[config.mk]
export PLATFORM = sky130hd
export DESIGN_NAME = display_arbiter
export DESIGN_NICKNAME = d
export VERILOG_FILES = /design/src/rtl/display_arbiter.sv
export SDC_FILE = /design/constraint.sdc
export NUM_CORES = 1
export LEC_CHECK = 0
export CAP_MARGIN = 10
export CORE_MARGIN = 1.5
export CORE_UTILIZATION = 45
export DETAILED_ROUTE_END_ITERATION = 10
export PLACE_DENSITY = 0.85
export RECOVER_POWER = 50
export SYNTH_ARGS = -nofsm -noshare
export SYNTH_HDL_FRONTEND = slang
export SYNTH_SLANG_ARGS = --single-unit
[constraint.sdc]
create_clock -name clk -period 2.6 [get_ports clk]
set_input_delay 0.52 -clock clk [delete_from_list [all_inputs] [get_ports clk]]
set_output_delay 0.52 -clock clk [all_outputs]
set_load 0.01 [all_outputs]
[src/rtl/display_arbiter.sv]
// Display arbiter: three sources compete for one 5-digit 7-segment display.
// A new owner keeps the display for a minimum tenure (HOLD). After that, in
// OPEN, a higher-priority source may take over, or the owner keeps the display
// while it still requests. Digits are shown with optional per-source blinking.
module display_arbiter #(
   parameter int HOLD_CYCLES = 50_000_000,
   parameter int BLINK_HALF  = 12_500_000
) (
   input  logic        clk,
   input  logic        reset,
   input  logic [2:0]  req,
   input  logic [2:0]  blink_en,
   input  logic [19:0] src0_digits,
   input  logic [19:0] src1_digits,
   input  logic [19:0] src2_digits,
   output logic [3:0]  digit_0,
   output logic [3:0]  digit_1,
   output logic [3:0]  digit_2,
   output logic [3:0]  digit_3,
   output logic [3:0]  digit_4,
   output logic [2:0]  grant,
   output logic        busy
);

   typedef enum logic [1:0] {
      IDLE = 2'd0,
      HOLD = 2'd1,
      OPEN = 2'd2
   } state_t;

   localparam int HW = (HOLD_CYCLES > 1) ? $clog2(HOLD_CYCLES) : 1;
   localparam int BW = (BLINK_HALF > 1) ? $clog2(BLINK_HALF) : 1;
   localparam logic [HW-1:0] HOLD_LOAD  = HW'(HOLD_CYCLES - 1);
   localparam logic [BW-1:0] BLINK_LAST = BW'(BLINK_HALF - 1);
   localparam logic [19:0]   ALL_BLANK  = 20'hFFFFF;

   // Bit 0 wins, bit 2 loses; result is one-hot or zero.
   function automatic logic [2:0] pick_highest(input logic [2:0] r);
      logic [2:0] p;
      if (r[0]) begin
         p = 3'b001;
      end else if (r[1]) begin
         p = 3'b010;
      end else if (r[2]) begin
         p = 3'b100;
      end else begin
         p = 3'b000;
      end
      return p;
   endfunction

   state_t        state_q, state_d;
   logic [2:0]    grant_q, grant_d;
   logic [HW-1:0] hold_cnt_q, hold_cnt_d;
   logic [BW-1:0] blink_cnt_q, blink_cnt_d;
   logic          blink_phase_q, blink_phase_d;
   logic [19:0]   digits_q, digits_d;
   logic          busy_q, busy_d;
   logic [2:0]    hi_req_s;
   logic [19:0]   owner_digits_s;
   logic          owner_blink_s;

   // Requests strictly above the current owner in priority (owner is one-hot).
   assign hi_req_s = req & (grant_q - 3'd1);

   // Arbitration FSM next state: owner selection and tenure countdown.
   always_comb begin
      state_d    = state_q;
      grant_d    = grant_q;
      hold_cnt_d = hold_cnt_q;
      case (state_q)
         IDLE: begin
            if (req != 3'b000) begin
               grant_d    = pick_highest(req);
               hold_cnt_d = HOLD_LOAD;
               state_d    = HOLD;
            end else begin
               grant_d    = 3'b000;
               hold_cnt_d = '0;
               state_d    = IDLE;
            end
         end
         HOLD: begin
            if (hold_cnt_q == '0) begin
               state_d = OPEN;
            end else begin
               hold_cnt_d = hold_cnt_q - HW'(1);
            end
         end
         OPEN: begin
            if (hi_req_s != 3'b000) begin
               grant_d    = pick_highest(hi_req_s);
               hold_cnt_d = HOLD_LOAD;
               state_d    = HOLD;
            end else if ((req & grant_q) != 3'b000) begin
               state_d = OPEN;
            end else if (req != 3'b000) begin
               grant_d    = pick_highest(req);
               hold_cnt_d = HOLD_LOAD;
               state_d    = HOLD;
            end else begin
               grant_d    = 3'b000;
               hold_cnt_d = '0;
               state_d    = IDLE;
            end
         end
         default: begin
            state_d    = IDLE;
            grant_d    = 3'b000;
            hold_cnt_d = '0;
         end
      endcase
   end

   // Blink timer: restarts in the visible half whenever ownership changes.
   always_comb begin
      blink_cnt_d   = blink_cnt_q;
      blink_phase_d = blink_phase_q;
      if ((grant_d != grant_q) || (grant_d == 3'b000)) begin
         blink_cnt_d   = '0;
         blink_phase_d = 1'b0;
      end else if (blink_cnt_q == BLINK_LAST) begin
         blink_cnt_d   = '0;
         blink_phase_d = ~blink_phase_q;
      end else begin
         blink_cnt_d = blink_cnt_q + BW'(1);
      end
   end

   // Digit source: the owner taking effect at this edge, blanked in the blink-off half.
   always_comb begin
      owner_digits_s = ALL_BLANK;
      case (grant_d)
         3'b001:  owner_digits_s = src0_digits;
         3'b010:  owner_digits_s = src1_digits;
         3'b100:  owner_digits_s = src2_digits;
         default: owner_digits_s = ALL_BLANK;
      endcase
      owner_blink_s = |(blink_en & grant_d);
      if ((grant_d == 3'b000) || (owner_blink_s && blink_phase_d)) begin
         digits_d = ALL_BLANK;
      end else begin
         digits_d = owner_digits_s;
      end
      busy_d = (state_d != IDLE);
   end

   // State and output registers with synchronous reset.
   always_ff @(posedge clk) begin
      if (reset) begin
         state_q       <= IDLE;
         grant_q       <= 3'b000;
         hold_cnt_q    <= '0;
         blink_cnt_q   <= '0;
         blink_phase_q <= 1'b0;
         digits_q      <= ALL_BLANK;
         busy_q        <= 1'b0;
      end else begin
         state_q       <= state_d;
         grant_q       <= grant_d;
         hold_cnt_q    <= hold_cnt_d;
         blink_cnt_q   <= blink_cnt_d;
         blink_phase_q <= blink_phase_d;
         digits_q      <= digits_d;
         busy_q        <= busy_d;
      end
   end

   assign grant   = grant_q;
   assign busy    = busy_q;
   assign digit_0 = digits_q[3:0];
   assign digit_1 = digits_q[7:4];
   assign digit_2 = digits_q[11:8];
   assign digit_3 = digits_q[15:12];
   assign digit_4 = digits_q[19:16];

endmodule

# --- Word-level counts from Yosys, hierarchy flattened ---
# Cells that the tools add are included.
classes:
  eq_ne: 9
  bitwise: 4
  reduce_logical: 14
  add_sub_neg: 3
  n_mux: 23
ops:
  columns: ["cell", "n"]
  rows:
  - ["$mux W26", 4]
  - ["$pmux W26 S3", 1]
  - ["$pmux W20 S3", 1]
  - ["$mux W3", 9]
  - ["$logic_not A26 Y1", 1]
  - ["$sub A26 B1 Y26 const B", 1]
  - ["$add A24 B1 Y24 const B", 1]
  - ["$eq A24 B24 Y1 const B", 1]
  - ["$and A3 B3 Y3", 3]
  - ["$pmux W3 S3", 1]
  - ["$reduce_bool A3 Y1", 3]
  - ["$mux W2", 3]
  - ["$pmux W2 S3", 1]
  - ["$reduce_or A3 Y1", 2]
  - ["$eq A3 B1 Y1 const B", 1]
  - ["$eq A3 B2 Y1 const B", 1]
  - ["$eq A3 B3 Y1 const B", 1]
  - ["$logic_not A3 Y1", 1]
  - ["$mux W1", 3]
  - ["$ne A3 B3 Y1", 1]
  - ["$ne A3 B3 Y1 const B", 1]
  - ["$sub A3 B1 Y3 const B", 1]
  - ["$eq A2 B1 Y1 const B", 1]
  - ["$eq A2 B2 Y1 const B", 1]
  - ["8 further kinds", 9]
totals:
  reg_bits: 77
  output_inout_bits: 24
  inputBits: 68

# --- Logic depth before layout (Yosys ltp) ---
# Gate-level depths: netlist (run 1).
logic_depth:
  depth_word: 13
  ltp_mapped: 12
  depth_no_buf: 10

# --- Least setup slack after synthesis (run 1) ---
# OpenSTA, ideal clock, no wires.
synth_timing:
  path_kind: "reg-to-reg"
  startpoint: "register grant_q[0], in the netlist grant[0]"
  endpoint: "register blink_cnt_q[19]"
  path_slack_ns: 0.082
  arrival_ns: 2.454
  period_less_slack_ns: 2.518
  stages_incl_launch_ff: 13
  path_buffers: 3
  setup_ns: 0.064
  cell_sequence: "dfxtp_1 -> buf_2 -> inv_1 -> ha_1 -> xor2_1 -> a21oi_1 -> nand4_2 -> a31oi_1 -> o2111ai_1 -> or2_1 -> buf_2 -> buf_6 -> nor2_1"
synth_via:
  elab_chain_cells: 10
  elab_cells_between_ends: 15
synth_lines:
  columns: ["item", "line", "rtl"]
  rows:
  - ["start, declared", "53", "logic [2:0] grant_q, grant_d;"]
  - ["start signal, assigned", "160", "grant_q <= grant_d;"]
  - ["$sub A3 B1 Y3", "64", "assign hi_req_s = req & (grant_q - 3'd1);"]
  - ["$and A3 B3 Y3", "64", null]
  - ["$mux W3", "44", "end else if (r[2]) begin"]
  - ["$mux W3", "42", "end else if (r[1]) begin"]
  - ["$mux W3", "40", "if (r[0]) begin"]
  - ["$mux W3", "91", "if (hi_req_s != 3'b000) begin"]
  - ["$pmux W3 S3", "71", "case (state_q)"]
  - ["$ne A3 B3 Y1 / $logic_not A3 Y1 (equally long branches)", "119", "if ((grant_d != grant_q) || (grant_d == 3'b000)) begin"]
  - ["$logic_or A1 B1 Y1 (*)", "119", null]
  - ["$reduce_or A3 Y1 (no source line) (*)", null, null]
  - ["end signal, assigned", "162", "blink_cnt_q <= blink_cnt_d;"]
  - ["end, declared", "55", "logic [BW-1:0] blink_cnt_q, blink_cnt_d;"]
# Every way passes the cells marked *; elsewhere a longest branch is shown, timed or not.
# A chain may end at the register's enable or synchronous reset.

# --- Final worst setup path (run 1) ---
layout_timing:
  startpoint: "register hold_cnt_q[1]"
  endpoint: "register hold_cnt_q[4]"
layout_via:
  elab_chain_cells: 3
  elab_cells_between_ends: 6
layout_lines:
  columns: ["item", "line", "rtl"]
  rows:
  - ["start, declared", "54", "logic [HW-1:0] hold_cnt_q, hold_cnt_d;"]
  - ["start signal, assigned", "161", "hold_cnt_q <= hold_cnt_d;"]
  - ["$sub A26 B1 Y26 / $logic_not A26 Y1 (equally long branches)", "87, 84", null]
  - ["$mux W26 / $ne A2 B2 Y1 (equally long branches)", null, null]
  - ["$pmux W26 S3 / $reduce_and A2 Y1 (equally long branches)", null, null]
# Parallel ways exist; a longest one is shown, timed or not. The select of a mux whose other input is x is not followed.

==> summary.md, run 1 <==
| Metric | Value |
|---|---|
| Synth unique cells | `63` |
| Clock network latency to the later pin of the worst-skew pair | `360 ps` |
| Clk sink count | `77` |
| CTS max path bufs | `2` |
| Most common flop cell mapped by yosys | `sky130_fd_sc_hd__dfxtp_1` |
| Worst path cell trace | `inv_1 -> ha_2 -> or4b_4 -> nor4_4 -> buf_4 -> nand4_4 -> buf_6 -> and3_1 -> o21ai_1 -> a32o_1` |
| Overall global routing resource usage | `23.5%` |
| Crit. End Element | `register` |
| Max IR drop VDD | `0.241 mV` |
| Average cell area after synthesis | `8.30 µm²` |
| Number of vias per cell | `5.84` |
| Grt total ovfl | `0` |
| Met2 WL post-DR | `5860 µm` |
| Sequential Power Share | `45.5%` |
| Yosys reg bits | `77` |
| Site row count | `34` |
| PD cells | `519 nW/µm²` |
| Root Driver | `sky130_fd_sc_hd__clkbuf_8` |
| CTS H-tree lvls | `3` |
| Pin count of the biggest net entering global routing | `24` |
| Final RePlAce weighted congestion | `0.941` |
| Most frequent standard cell in the layout excluding fill and tap cells | `sky130_fd_sc_hd__dfxtp_1` |
| Detail Placement HPWL | `8050 µm` |
| Fraction of final layout cells sized beyond drive strength 1 | `15.2%` |
| Combined area of all synthesized cells | `3970 µm²` |
| Largest stage delay on the critical path | `510 ps` |
| Number of antenna violations at the first check in global routing | `0` |
| Kind of cell adding the most delay to the critical path | `simple AND/OR/NAND/NOR gates` |
| Drt total wl | `11500 µm` |
| Internal power summed over all cells | `1990 µW` |
| YS warnings | `0` |
| DRC errors left | `0` |
| Critical path buffers and inverters | `3` |
| Final-layout fill cell count | `697` |
| I/O pins | `92` |
| Slowest cell on the critical path | `sky130_fd_sc_hd__or4b_4` |
| Total area of multi-input combinational cells | `2330 µm²` |
| Worst rel slew slack | `30.1%` |
| Fmax | `0.395 GHz` |
| Hold-fix buffers at CTS | `0` |
| Vias in the first global route | `4043` |
| Share of async-settable or async-resettable flops after synthesis | `0%` |
| Crit-path max FO | `7` |
| Initial DRC count | `312` |
| CTS tree | `done` |
| Port-buffer cells | `91` |
| Maxcap violations | `0` |
| Final nets | `674` |
| Vertical die dimension | `97.0 µm` |
| Net Sw Power | `889 µW` |
| Area growth from synthesis to layout | `39.7%` |
| Pre-antenna DRT Iters | `5` |
| Power share of the clock group | `27.8%` |
| Leak pwr | `0.00211 µW` |
| Slew at the pin with the worst max-slew slack | `1040 ps` |
| Worst setup path class | `register to register` |
| Number of failing setup endpoints in the final timing report | `0` |
| Fraction of power spent switching nets | `30.9%` |
| Commonest cells after routing, fill and taps aside | `77 x sky130_fd_sc_hd__dfxtp_1, 64 x sky130_fd_sc_hd__clkdlybuf4s50_1, 61 x sky130_fd_sc_hd__nor2_1, 42 x sky130_fd_sc_hd__buf_4, 39 x sky130_fd_sc_hd__nand2_1` |
| Diode count | `0` |
| Core box area | `8640 µm²` |
| Routed wire length per instance | `16.1 µm` |
| CP arrival | `2830 ps` |
| Starting density of the core | `46.0%` |
| Clock Skews | `8.07 ps` |
| Worst hold path class | `register to register` |
| Post-Synthesis Cells | `479` |
| Net count of the mapped netlist | `550` |
| Post-synth EDFFs | `0` |
| Post-route cell area | `5550 µm²` |
| Dpl cell area | `5220 µm²` |
| Wire length of the first global-routing pass | `18300 µm` |
| Result of the run | `complete, no violations` |
| Count of antenna-violating nets left after detailed routing | `0` |
| Final Hold Viols | `0` |
| Highest metal layer with signal wires | `met4` |
| Worst EP required | `2900 ps` |
| Portion of total power attributed to combinational logic | `26.7%` |
| Design Power | `2880 µW` |
| Worst-path clk slew | `80 ps` |
| Share of the yosys chip area belonging to registers | `38.8%` |
| Max-slew violation count | `0` |
| Crit path launch type | `register` |
| Met3 wire length | `709 µm` |
| Post-route clock period utilization | `97.4%` |
| Vias after detailed routing | `4175` |
| Area taken by flip-flops and latches | `1540 µm²` |
| Die Width | `97.0 µm` |
| Post-route met1 wirelength | `4610 µm` |
| Final critical path time including I/O delays and setup | `2530 ps` |
| Total CTS buffers | `9` |
| DIE AREA | `9400 µm²` |
-- repair_timing --
| action | 4_1_cts | 5_1_grt |
|---|---|---|
| cloned | 0 | 3 |
| resized for setup | 6 | 24 |
| endpoints found under the setup margin | 48 | 59 |
| pin swaps | 2 | 7 |
| setup buffers | 2 | 2 |
-- per-layer routing --
metal | vias up | global-route usage, %
met4 | 0 | 11.0
li1 | 1989 | -
met5 | - | 0
met3 | 38 | 5.42
met2 | 187 | 40.8
met1 | 1961 | 27.3
-- state kept, by name, summed over array words and instances, names as in the netlist --
register and flops:
blink_cnt_q 24, blink_phase_q 1, busy 1, digits_q 20, grant 3, hold_cnt_q 26
state_q 2
-- Yosys cell counts, types with 4 or more instances --
cell                       number  area [µm²]
sky130_fd_sc_hd__dfxtp_1       77        1540
sky130_fd_sc_hd__nor2_1        61         229
sky130_fd_sc_hd__nand2_1       39         146
sky130_fd_sc_hd__a22o_1        21         184
sky130_fd_sc_hd__a21oi_1       20         100
sky130_fd_sc_hd__a22oi_1       20         150
sky130_fd_sc_hd__o21ai_0       19        95.1
sky130_fd_sc_hd__xnor2_1       17         149
sky130_fd_sc_hd__xor2_1        16         140
sky130_fd_sc_hd__clkbuf_1      15        56.3
sky130_fd_sc_hd__nand3_1       14        70.1
sky130_fd_sc_hd__inv_1         13        48.8
sky130_fd_sc_hd__nor3_1        13        65.1
sky130_fd_sc_hd__buf_2         11        55.1
sky130_fd_sc_hd__a31oi_1       10        62.6
sky130_fd_sc_hd__o21ai_1       10        50.1
sky130_fd_sc_hd__nand4_1        9        56.3
sky130_fd_sc_hd__and2_1         7        43.8
sky130_fd_sc_hd__and3_1         7        43.8
sky130_fd_sc_hd__nor2b_1        6        37.5
sky130_fd_sc_hd__nor4_1         6        37.5
sky130_fd_sc_hd__or2_2          5        31.3
sky130_fd_sc_hd__o211ai_1       4        30.0
-- through the flow --
stage | hold WS [ps] | worst slack [ps] | setup TNS (ps) | instances | util [%]
after global routing | 494 | -21.1 | -121 | 715 | 64.3
after global placement | 436 | -434 | -19270 | 693 | 60.5
after CTS | 472 | 12.5 | 0 | 710 | 62.9
after detailed placement | 452 | -523 | -21140 | 693 | 60.5
final | 469 | 68.1 | 0 | 715 | 64.3
after floorplan | 423 | 82.0 | 0 | 479 | -
-- cell type report --
cell class                 instances  share of cell area, %
inverter                          15                   1.10
tap                              108                   2.43
clock buffer                       9                   2.23
clock inverter                     6                  0.721
timing repair buffer             139                   23.8
sequential                        77                   27.8
multi-input combinational        361                   42.0
-- cell families after synthesis --
kind of cell    after synthesis  synth area share [%]
mux                           1                 0.252
xor+xnor                     33                  7.27
simple gates                189                  24.5
flops                        77                  38.8
compound gates              133                  23.6
buf+inv                      43                  4.72
fa+ha+maj                     3                 0.945
-- worst paths after layout --
kind | to | depth (start not counted) | startpoint | slack [ps]
setup reg to reg | hold_cnt_q[4] | 10 | hold_cnt_q[1] | 70
setup / recovery | hold_cnt_q[4] | 10 | hold_cnt_q[1] | 70
hold reg to reg | blink_cnt_q[0] | 1 | blink_cnt_q[0] | 470
hold / removal | blink_cnt_q[0] | 1 | blink_cnt_q[0] | 470
-- power by group through the flow --
stage	Combinational, µW	Sequential [µW]	Clock, µW
after CTS	734	1310	807
final	768	1310	800
after global placement	702	1340	0
after detailed placement	720	1340	0
after floorplan	357	1350	0
after global routing	827	1320	865
(Power assumes the default switching activity.)
==> inputs of run 2 (changes only) <==
==> constraint.sdc (replaced) <==
create_clock -name clk -period 2.6 [get_ports clk]
set_input_delay 0.52 -clock clk [delete_from_list [all_inputs] [get_ports clk]]
set_output_delay 0.52 -clock clk [all_outputs]
set_load 0.1 [all_outputs]
==> run 2 against run 1 <==
Against the previous run: combinational power rose by 34%; non-clock buffer count rose by 5; critical path depth did not move; die area did not move; total power rose by 12%; sequential share of layout area rose by 0.79 points; clock skew rose by 9.0 ps; setup slack improved by 4.4 ps; utilization fell by 1.4 points; sequential cell count did not move; highest routed layer unchanged.
==> summary.md, run 2 (same netlist as run 1, synthesis figures left out) <==
| Metric | Value |
|---|---|
| Core box area | `8640 µm²` |
| Detail Placement HPWL | `7930 µm` |
| Kind of cell adding the most delay to the critical path | `compound AO/OA/AOI/OAI gates` |
| Overall global routing resource usage | `23.0%` |
| Count of antenna-violating nets left after detailed routing | `0` |
| Slowest cell on the critical path | `sky130_fd_sc_hd__clkdlybuf4s50_1` |
| Largest stage delay on the critical path | `440 ps` |
| Crit-path max FO | `8` |
| Pin count of the biggest net entering global routing | `21` |
| Placed Cells incl. Taps | `697` |
| Diode count | `0` |
| Worst hold path class | `register to register` |
| Post-route clock period utilization | `97.2%` |
| Pre-antenna DRT Iters | `6` |
| Commonest cells after routing, fill and taps aside | `73 x sky130_fd_sc_hd__dfxtp_1, 66 x sky130_fd_sc_hd__clkdlybuf4s50_1, 61 x sky130_fd_sc_hd__nor2_1, 48 x sky130_fd_sc_hd__buf_4, 39 x sky130_fd_sc_hd__nand2_1` |
| Total CTS buffers | `9` |
| Site row count | `34` |
| Number of vias per cell | `5.70` |
| Flip-flop count of the largest register after layout | `26` |
| DIE AREA | `9400 µm²` |
| Vias in the first global route | `3906` |
| Crit path launch type | `primary input` |
| Worst path cell trace | `clkdlybuf4s50_1 -> buf_4 -> a222oi_1 -> a21oi_1 -> nand4_2 -> a31oi_1 -> o211a_1 -> a221oi_4 -> buf_6 -> nand2_1` |
| Result of the run | `complete, no violations` |
| Clk sink count | `77` |
| Area growth from synthesis to layout | `36.7%` |
| Non-filler instance count after layout | `720` |
| CTS tree | `done` |
| Hold-fix buffers at CTS | `0` |
| Wire length of the first global-routing pass | `17900 µm` |
| Fraction of final layout cells sized beyond drive strength 1 | `16.3%` |
| Number of antenna violations at the first check in global routing | `0` |
| Final critical path time including I/O delays and setup | `2530 ps` |
| Clock network latency to the later pin of the worst-skew pair | `360 ps` |
| Fmax | `0.396 GHz` |
| Leak pwr | `0.00207 µW` |
| Initial DRC count | `245` |
| Final Hold Viols | `0` |
| Die Width | `97.0 µm` |
| Vertical die dimension | `97.0 µm` |
| Worst setup path class | `primary input to register` |
| Critical path buffers and inverters | `3` |
| I/O pins | `92` |
| Number of failing setup endpoints in the final timing report | `0` |
| CTS max path bufs | `2` |
| Worst-path clk slew | `90 ps` |
| Max IR drop VDD | `0.292 mV` |
| Final nets | `678` |
| CTS H-tree lvls | `3` |
| Starting density of the core | `46.0%` |
| Final RePlAce weighted congestion | `0.899` |
| Maxcap violations | `0` |
| DRC errors left | `0` |
| Port-buffer cells | `91` |
| Crit. End Element | `register` |
| Worst EP required | `2850 ps` |
| Drt total wl | `10900 µm` |
| Largest registers ranked by flip-flop count | `hold_cnt_q (26), blink_cnt_q (24), digits_q (20)` |
| Design Power | `3220 µW` |
| PD cells | `592 nW/µm²` |
| Slew at the pin with the worst max-slew slack | `1200 ps` |
| Root Driver | `sky130_fd_sc_hd__clkbuf_8` |
| Max-slew violation count | `0` |
| Most frequent standard cell in the layout excluding fill and tap cells | `sky130_fd_sc_hd__dfxtp_1` |
| Grt total ovfl | `0` |
| Routed wire length per instance | `15.1 µm` |
| Worst rel slew slack | `20.2%` |
| CP arrival | `2780 ps` |
| Clock Skews | `17.1 ps` |
| Largest register by flop count | `hold_cnt_q` |
| Vias after detailed routing | `4105` |
[run 2: cell types whose count changed in the layout (fill, tap and decap cells not counted), moves of 4 or more]
cell	change
sky130_fd_sc_hd__clkbuf_1	+23
sky130_fd_sc_hd__buf_4	+6
sky130_fd_sc_hd__dfxtp_1	-4
sky130_fd_sc_hd__dlygate4sd3_1	-24
[run 2: final cells by class]
type | instances | area, µm²
Fill cell | 748 | 3200
Sequential cell | 77 | 1550
Clock buffer | 9 | 124
Inverter | 15 | 61.3
Timing Repair Buffer | 144 | 1170
Multi-Input combinational cell | 360 | 2330
Tap cell | 108 | 135
Clock inverter | 7 | 62.6
[run 2: worst paths after layout]
kind,from,endpoint,slack [ps],cells after the start
hold reg to reg,hold_cnt_q[17],hold_cnt_q[17],460,2
hold / removal,hold_cnt_q[17],hold_cnt_q[17],460,2
setup reg to reg,hold_cnt_q[0],hold_cnt_q[4],100,8
setup / recovery,req[1],digits_q[7],70,10
[run 2: stage by stage]
| stage | worst slack (ps) | TNS [ps] | cell area (µm²) | utilization (%) | hold slack, ps |
|---|---|---|---|---|---|
| floorplan | 26.1 | 0 | 4000 | - | 423 |
| global placement | -242 | -8900 | 5210 | 60.3 | 436 |
| detailed placement | -340 | -13190 | 5210 | 60.3 | 445 |
| CTS | 22.7 | 0 | 5400 | 62.5 | 467 |
| global route | -30.9 | -376 | 5430 | 62.9 | 501 |
| finish | 72.5 | 0 | 5430 | 62.9 | 462 |
[run 2: power by group]
part	switching, µW	internal [µW]
registers	48.3	1260
logic	698	333
clock network	507	366
total	1250	1960
[run 2: routing by layer]
metal	up-vias	wire, µm	track usage, %
li1	1990	-	-
met1	1939	4700	28.9
met2	155	5360	38.2
met3	21	636	5.13
met4	0	205	9.14
met5	-	0	0
[run 2: what timing repair did]
action / in CTS / in global routing
gates cloned: 0 / 2
pin swaps: 0 / 6
resized for setup: 1 / 17
setup endpoints to repair: 6 / 52
buffers inserted: 0 / 5
[run 2: worst register-to-register path, stage by stage (launching register included)]
cell and delay [ps]:
sky130_fd_sc_hd__dfxtp_1 320, sky130_fd_sc_hd__inv_1 100, sky130_fd_sc_hd__ha_1 180, sky130_fd_sc_hd__or4b_4 500
sky130_fd_sc_hd__nor4_4 330, sky130_fd_sc_hd__nand4_4 230, sky130_fd_sc_hd__buf_4 240, sky130_fd_sc_hd__o211a_1 270
sky130_fd_sc_hd__a32o_1 230
